File: src/rtl/tetris_pkg.sv
// Shared board geometry and the line-clear sequencer state encoding.
package tetris_pkg;

    localparam int unsigned COLS = 10;
    localparam int unsigned ROWS = 20;
    localparam int unsigned XW   = 4;
    localparam int unsigned YW   = 5;

    localparam logic [XW-1:0] X_LAST  = XW'(COLS - 1);
    localparam logic [YW-1:0] Y_LAST  = YW'(ROWS - 1);
    localparam logic [YW-1:0] CNT_MAX = YW'(ROWS);

    typedef enum logic [2:0] {
        StIdle,
        StScan,
        StScanLast,
        StShift,
        StShiftLast,
        StZero,
        StDone
    } clr_state_e;

endpackage

File: src/rtl/line_clear_ctrl.sv
// Line-clear sequencer: owns the board ports while busy, scans rows bottom-up,
// removes each full row by copying everything above it down one row, then
// blanks row 0 and rescans the same row index.
module line_clear_ctrl
    import tetris_pkg::*;
(
    input  logic          CLOCK_50,
    input  logic          reset,
    input  logic          start,
    output logic          busy,
    output logic          done,
    output logic [YW-1:0] lines_cleared,
    output logic [XW-1:0] board_rx,
    output logic [YW-1:0] board_ry,
    input  logic          board_rdata,
    output logic          board_we,
    output logic [XW-1:0] board_wx,
    output logic [YW-1:0] board_wy,
    output logic          board_wdata
);

    clr_state_e    state_q, state_d;
    logic [YW-1:0] row_q, row_d;
    logic [YW-1:0] src_q, src_d;
    logic [XW-1:0] x_q, x_d;
    logic [YW-1:0] count_q, count_d;
    logic          full_q, full_d;
    logic [YW-1:0] lines_q, lines_d;
    // Write address trails the copy read by one cycle to line up with rdata.
    logic [XW-1:0] wx_q;
    logic [YW-1:0] wy_q;
    logic          row_full;

    // State and counter registers with synchronous reset.
    always_ff @(posedge CLOCK_50) begin
        if (reset) begin
            state_q <= StIdle;
            row_q   <= '0;
            src_q   <= '0;
            x_q     <= '0;
            count_q <= '0;
            full_q  <= 1'b0;
            lines_q <= '0;
            wx_q    <= '0;
            wy_q    <= '0;
        end else begin
            state_q <= state_d;
            row_q   <= row_d;
            src_q   <= src_d;
            x_q     <= x_d;
            count_q <= count_d;
            full_q  <= full_d;
            lines_q <= lines_d;
            wx_q    <= x_q;
            wy_q    <= src_q + YW'(1);
        end
    end

    // Next-state logic and board port drive.
    always_comb begin
        state_d     = state_q;
        row_d       = row_q;
        src_d       = src_q;
        x_d         = x_q;
        count_d     = count_q;
        full_d      = full_q;
        lines_d     = lines_q;
        row_full    = 1'b0;
        board_rx    = '0;
        board_ry    = '0;
        board_we    = 1'b0;
        board_wx    = '0;
        board_wy    = '0;
        board_wdata = 1'b0;

        case (state_q)
            StIdle: begin
                if (start) begin
                    row_d   = Y_LAST;
                    x_d     = '0;
                    count_d = '0;
                    full_d  = 1'b1;
                    state_d = StScan;
                end
            end
            StScan: begin
                board_rx = x_q;
                board_ry = row_q;
                x_d      = x_q + XW'(1);
                // rdata belongs to the previous cycle's read; none yet at x=0.
                if (x_q != '0) begin
                    full_d = full_q & board_rdata;
                end
                if (x_q == X_LAST) begin
                    state_d = StScanLast;
                end
            end
            StScanLast: begin
                row_full = full_q & board_rdata;
                x_d      = '0;
                if (row_full) begin
                    if (count_q != CNT_MAX) begin
                        count_d = count_q + YW'(1);
                    end
                    if (row_q == '0) begin
                        state_d = StZero;
                    end else begin
                        src_d   = row_q - YW'(1);
                        state_d = StShift;
                    end
                end else if (row_q == '0) begin
                    lines_d = count_q;
                    state_d = StDone;
                end else begin
                    row_d   = row_q - YW'(1);
                    full_d  = 1'b1;
                    state_d = StScan;
                end
            end
            StShift: begin
                board_rx = x_q;
                board_ry = src_q;
                x_d      = x_q + XW'(1);
                if (x_q != '0) begin
                    board_we    = 1'b1;
                    board_wx    = wx_q;
                    board_wy    = wy_q;
                    board_wdata = board_rdata;
                end
                if (x_q == X_LAST) begin
                    state_d = StShiftLast;
                end
            end
            StShiftLast: begin
                board_we    = 1'b1;
                board_wx    = wx_q;
                board_wy    = wy_q;
                board_wdata = board_rdata;
                x_d         = '0;
                if (src_q == '0) begin
                    state_d = StZero;
                end else begin
                    src_d   = src_q - YW'(1);
                    state_d = StShift;
                end
            end
            StZero: begin
                board_we = 1'b1;
                board_wx = x_q;
                board_wy = '0;
                x_d      = x_q + XW'(1);
                if (x_q == X_LAST) begin
                    // Row index unchanged: the row shifted into it gets rescanned.
                    x_d     = '0;
                    full_d  = 1'b1;
                    state_d = StScan;
                end
            end
            StDone: begin
                state_d = StIdle;
            end
            default: begin
                state_d = StIdle;
            end
        endcase
    end

    assign busy          = (state_q != StIdle);
    assign done          = (state_q == StDone);
    assign lines_cleared = lines_q;

endmodule

File: config.mk
export PLATFORM = sky130hd
export DESIGN_NAME = line_clear_ctrl
export DESIGN_NICKNAME = d
export VERILOG_FILES = /design/src/rtl/tetris_pkg.sv /design/src/rtl/line_clear_ctrl.sv
export SDC_FILE = /design/constraint.sdc
export NUM_CORES = 1
export LEC_CHECK = 0
export BUFFER_PORTS_ARGS = -buffer_cell sky130_fd_sc_hd__buf_2
export CORE_UTILIZATION = 45
export DETAILED_ROUTE_END_ITERATION = 16
export GPL_ROUTABILITY_DRIVEN = 0
export PLACE_DENSITY = 0.73
export SLEW_MARGIN = 20
export SYNTH_ARGS = -nofsm -noshare
export SYNTH_HDL_FRONTEND = slang
export SYNTH_SLANG_ARGS = --single-unit
File: constraint.sdc
create_clock -name CLOCK_50 -period 2.5 [get_ports CLOCK_50]
set_clock_uncertainty 0.05 [all_clocks]
set_input_delay 0.125 -clock CLOCK_50 [delete_from_list [all_inputs] [get_ports CLOCK_50]]
set_output_delay 0.125 -clock CLOCK_50 [all_outputs]
set_load 0.01 [all_outputs]
[Yosys cells after proc, flatten, opt, wreduce, memory -nomap -nowiden]
Index checks and enable logic that the tools add are counted.
Word-level totals
  register bits: 37
  input bits: 4
  output and inout port bits: 27
Cells by class
  add/subtract/negate cells: 5
  equal/unequal tests: 18
  muxes and demuxes: 39
  bitwise gates (word level): 2
  reduce and logical (&&, ||, !) cells: 19
Operator list (count)
  $pmux 5 s2: 5
  $mux 5: 9
  $mux 3: 8
  $ne 2x2->1 const B: 10
  $pmux 3 s6: 1
  $mux 4: 4
  $pmux 4 s4: 1
  $reduce_and 4->1: 4
  $pmux 4 s3: 1
  $reduce_bool 4->1: 3
  $add 5x1->5 const B: 2
  $logic_not 5->1: 2
  $sub 5x1->5 const B: 2
  $eq 3x3->1 const B: 3
  $mux 1: 7
  $eq 3x2->1 const B: 2
  $reduce_and 6->1: 1
  $reduce_or 2->1: 3
  $ne 5x5->1 const B: 1
  $add 4x1->4 const B: 1
  $eq 4x4->1 const B: 1
  $pmux 1 s2: 2
  $pmux 1 s4: 1
  $reduce_bool 2->1: 2
  other kinds (7): 7

[Logic depth before layout (Yosys ltp)]
  depth after elaboration: 4
  gate-level depth with buffers: 10
  mapped depth without buffers: 9

[Worst setup path before layout]
No wires, ideal clock.
  path kind: flip-flop to flip-flop
  from: reg row_q[0]
  to: reg state_q[1]
  data arrival time: 2142 ps
  data required time: 2380 ps
  slack: 238 ps
  cell stages (with the launch flop): 11
  path buffers: 1
  clock period less this slack: 2262 ps
  cell sequence: dfxtp_1 > inv_1 > ha_1 > or4b_4 > buf_6 > inv_6 > ha_1 > or3b_1 > a21oi_1 > o211ai_1 > a21oi_1
On the way
  cells in the longest elaborated chain, start to end: 4
RTL lines
  from (decl): line line_clear_ctrl.sv:23  | logic [YW-1:0] row_q, row_d;
  from (signal assigned): line line_clear_ctrl.sv:48  | row_q <= row_d;
  $logic_not 5->1 (*): line line_clear_ctrl.sv:105, line_clear_ctrl.sv:111
  $mux 3, on equally long branches: line line_clear_ctrl.sv:111, line_clear_ctrl.sv:105
  $mux 3 (*): line line_clear_ctrl.sv:101  | if (row_full) begin
  $pmux 3 s6 (*): line line_clear_ctrl.sv:76  | case (state_q)
  to (signal assigned): line line_clear_ctrl.sv:37  | state_q <= StIdle;
  to (signal assigned): line line_clear_ctrl.sv:47  | state_q <= state_d;
  to (decl): line line_clear_ctrl.sv:22  | clr_state_e state_q, state_d;
Every way passes the cells marked *; elsewhere a longest branch is shown, timed or not.
A chain may end at the register's enable or synchronous reset.

[Worst setup path in the final report]
Ends and elaborated chain as after synthesis.

==> results.py <==
metrics = {
    "outcome": {
        "status": "finished clean",
    },
    "sta": {
        "max_slew.worst_pin.slew_ns": 0.773,
        "slew_viol_final": 0,
        "max-slew-margin-rel": 0.483,
        "finalWorstSetupSlack_ns": 0.132,
        "finalCriticalPeriod_ns": 2.37,
        "finalHoldViolations": 0,
        "setup_tns_ns": 0,
        "setup_violations": 0,
        "rsz0062_at_grt": "false",
        "post-route-period-util": 0.947,
        "fmax_mhz": 422,
    },
    "global_routing": {
        "track_usage": 0.217,
        "grt_pass1_vias": 1824,
        "overflow": 0,
        "grt_max_degree": 34,
        "grt_pass1_wl_um": 8810,
        "antenna_found_initial": 0,
    },
    "pwr": {
        "power_uw": 1610,
        "cellPowerDensity_nw_per_um2": 619,
        "p_leak_uw": 0.00102,
        "vdd_drop_max_v": 0.000268,
    },
    "die": {
        "fp.dieW_um": 72.2,
        "die_h_um": 72.2,
        "initial_core_util": 0.470,
        "rows": 25,
        "io-pin-count": 31,
        "dieArea_um2": 5220,
        "core_area_um2": 4720,
    },
    "setup_path": {
        "worstPathMaxFanout": 5,
        "crit_family": "simple AND/OR/NAND/NOR gates",
        "crit_slowest_cell": "or4b_4",
        "cp_data_arrival_time_ns": 2.54,
        "required_ns": 2.67,
        "end_kind": "register",
        "cp.buffers_inverters": 2,
        "cp_common_cell": "a21oi_1",
        "slowest_delay_ns": 0.51,
        "startpoint_type": "register",
        "crit_type": "register to register",
        "cp_cell_sequence": "inv_1, ha_4, or4b_4, inv_6, ha_1, or3b_1, a21oi_1, o211ai_1, a21oi_1",
    },
    "clocking": {
        "max-clock-path-buffers": 2,
        "insertion_delay_ns": 0.30,
        "cts-hold-fix-buffers": 0,
        "clkTransAtPathRegs_ns": 0.08,
        "cts_sinks": 37,
        "cts_tree": "built",
        "cts_buffers": 5,
        "cts_root_buf": "clkbuf_8",
        "h-tree-depth": 2,
    },
    "placed_design": {
        "dp.cells": 354,
        "post-place-ws_ns": 0.139,
        "port_buffers": 30,
        "dp_hpwl_um": 3730,
    },
    "yosys": {
        "synth_cell_type_count": 60,
        "ys_warn_count": 0,
        "syn_area_um2": 2220,
        "ys_async_sr_fraction": 0,
        "synth_top_area_frac": 0.334,
        "synth_most_common_cell": "dfxtp_1",
        "yosys.area.top_type": "dfxtp_1",
        "synthTopCellsByArea": "dfxtp_1, ha_1, nor2_1, mux2i_1, and2_1",
        "syn_inst": 265,
        "synth-seq-cells": 37,
        "synth_top_flop_cell": "dfxtp_1",
        "syn-num-nets": 279,
        "synth_common_cells": "dfxtp_1, nor2_1, nand2_1, inv_1",
        "postSynthAreaPerCell_um2": 8.38,
        "synth-edff-count": 0,
        "yosysSeqAreaShare": 0.334,
    },
    "route": {
        "num_vias": 2047,
        "vias_per_cell": 5.64,
        "routedWlPerCell_um": 14.6,
        "postRouteAntennaNets": 0,
        "postRouteWirelength_um": 5300,
        "dr.first_iter.drc_count": 134,
        "drtPass1Iterations": 4,
        "drc": 0,
    },
    "min_path": {
        "hp-class": "primary input to register",
    },
    "final_layout": {
        "stdcell_count": 363,
        "diodes": 0,
        "nets": 309,
        "layout-drive-gt1-share": 0.203,
        "area_delta_synth_final_pct": 16.9,
    },
    "flow_run": {
        "drv_cap": 0,
    },
}
logic make-up (layout without fill, tap and decap cells):
logic type                 count (synthesis)  after routing  share of synthesized area
muxes                                     10             10                     0.0451
adders and majority gates                 10             10                     0.0564
xor gates and xnor gates                   9              9                     0.0355
and+or+nand+nor                          105            105                      0.259
AOI/OAI and AO/OA                         62             62                      0.206
buffers and inverters                     32             63                     0.0643
DFF                                       37             37                      0.334
cells in the final DEF (no fill, tap or decap), drive strengths merged, types with 4 or more instances in the layout:
| cell | synthesis | routed |
|---|---|---|
| a22o | 4 | 4 |
| a31o | 4 | 4 |
| nor2b | 5 | 5 |
| and2 | 12 | 12 |
| clkbuf | 7 | 5 |
| nand2 | 14 | 14 |
| xnor2 | 6 | 6 |
| inv | 15 | 15 |
| mux2i | 10 | 10 |
| nand4 | 4 | 4 |
| o21ai | 9 | 9 |
| nor2 | 33 | 33 |
| ha | 10 | 10 |
| buf | 10 | 40 |
| nand3 | 8 | 8 |
| or3b | 4 | 4 |
| dfxtp | 37 | 37 |
| a31oi | 6 | 6 |
| nor3 | 6 | 6 |
| a21oi | 12 | 12 |
per-stage QoR:
stage / cell area, um^2 / utilization / hold WS, ns
2_1_floorplan: 2220 / - / 0.246
3_3_place_gp: 2440 / 0.517 / 0.404
3_5_place_dp: 2440 / 0.517 / 0.413
4_1_cts: 2570 / 0.545 / 0.241
5_1_grt: 2590 / 0.549 / 0.262
6_report: 2590 / 0.549 / 0.240
path summary, 6_finish.rpt:
check        slack, ns  cells after the start          to     start
max               0.13                      9  state_q[1]  row_q[0]
min               0.24                      4      x_q[2]     start
max reg2reg       0.13                      9  state_q[1]  row_q[0]
min reg2reg       0.43                      2      full_q    full_q
power breakdown:
| group | total, uW | switching, uW | internal [uW] |
|---|---|---|---|
| sequential | 642 | 28.1 | 614 |
| clock | 619 | 223 | 396 |
| combinational | 345 | 204 | 141 |
| total | 1610 | 454 | 1150 |
flip-flops by register name (all words and copies together) (netlist names):
name,cells
count_q,5
full_q,1
lines_cleared,5
row_q,5
src_q,5
state_q,3
wx_q,4
wy_q,5
x_q,4
worst reg2reg max path: stages (launching register included):
cell      delay, ns
dfxtp_1        0.35
inv_1          0.14
ha_4           0.17
or4b_4         0.51
inv_6          0.10
ha_1           0.23
or3b_1         0.34
a21oi_1        0.15
o211ai_1       0.09
a21oi_1        0.16
area by class of cell:
| class | instances | area, um^2 |
|---|---|---|
| fill | 433 | 2130 |
| multi-input combinational | 196 | 1350 |
| sequential | 37 | 741 |
| timing repair buffer | 40 | 225 |
| tap | 67 | 83.8 |
| clock buffer | 5 | 68.8 |
| clock inverter | 3 | 65.1 |
| inverter | 15 | 61.3 |
timing repair:
item                                   CTS  global route
gates resized for setup                  0             2
setup endpoints to repair                0             1
buffers inserted                         0             1
endpoints found under the hold margin    0             0
layer usage:
layer  global-route usage  up-vias  wire length [um]
li1                     -     1007                 -
met1                0.279      958              2400
met2                0.353       75              2490
met3               0.0542        7               325
met4               0.0741        0                73
met5                    0        -                 0
(Power assumes the default switching activity.)
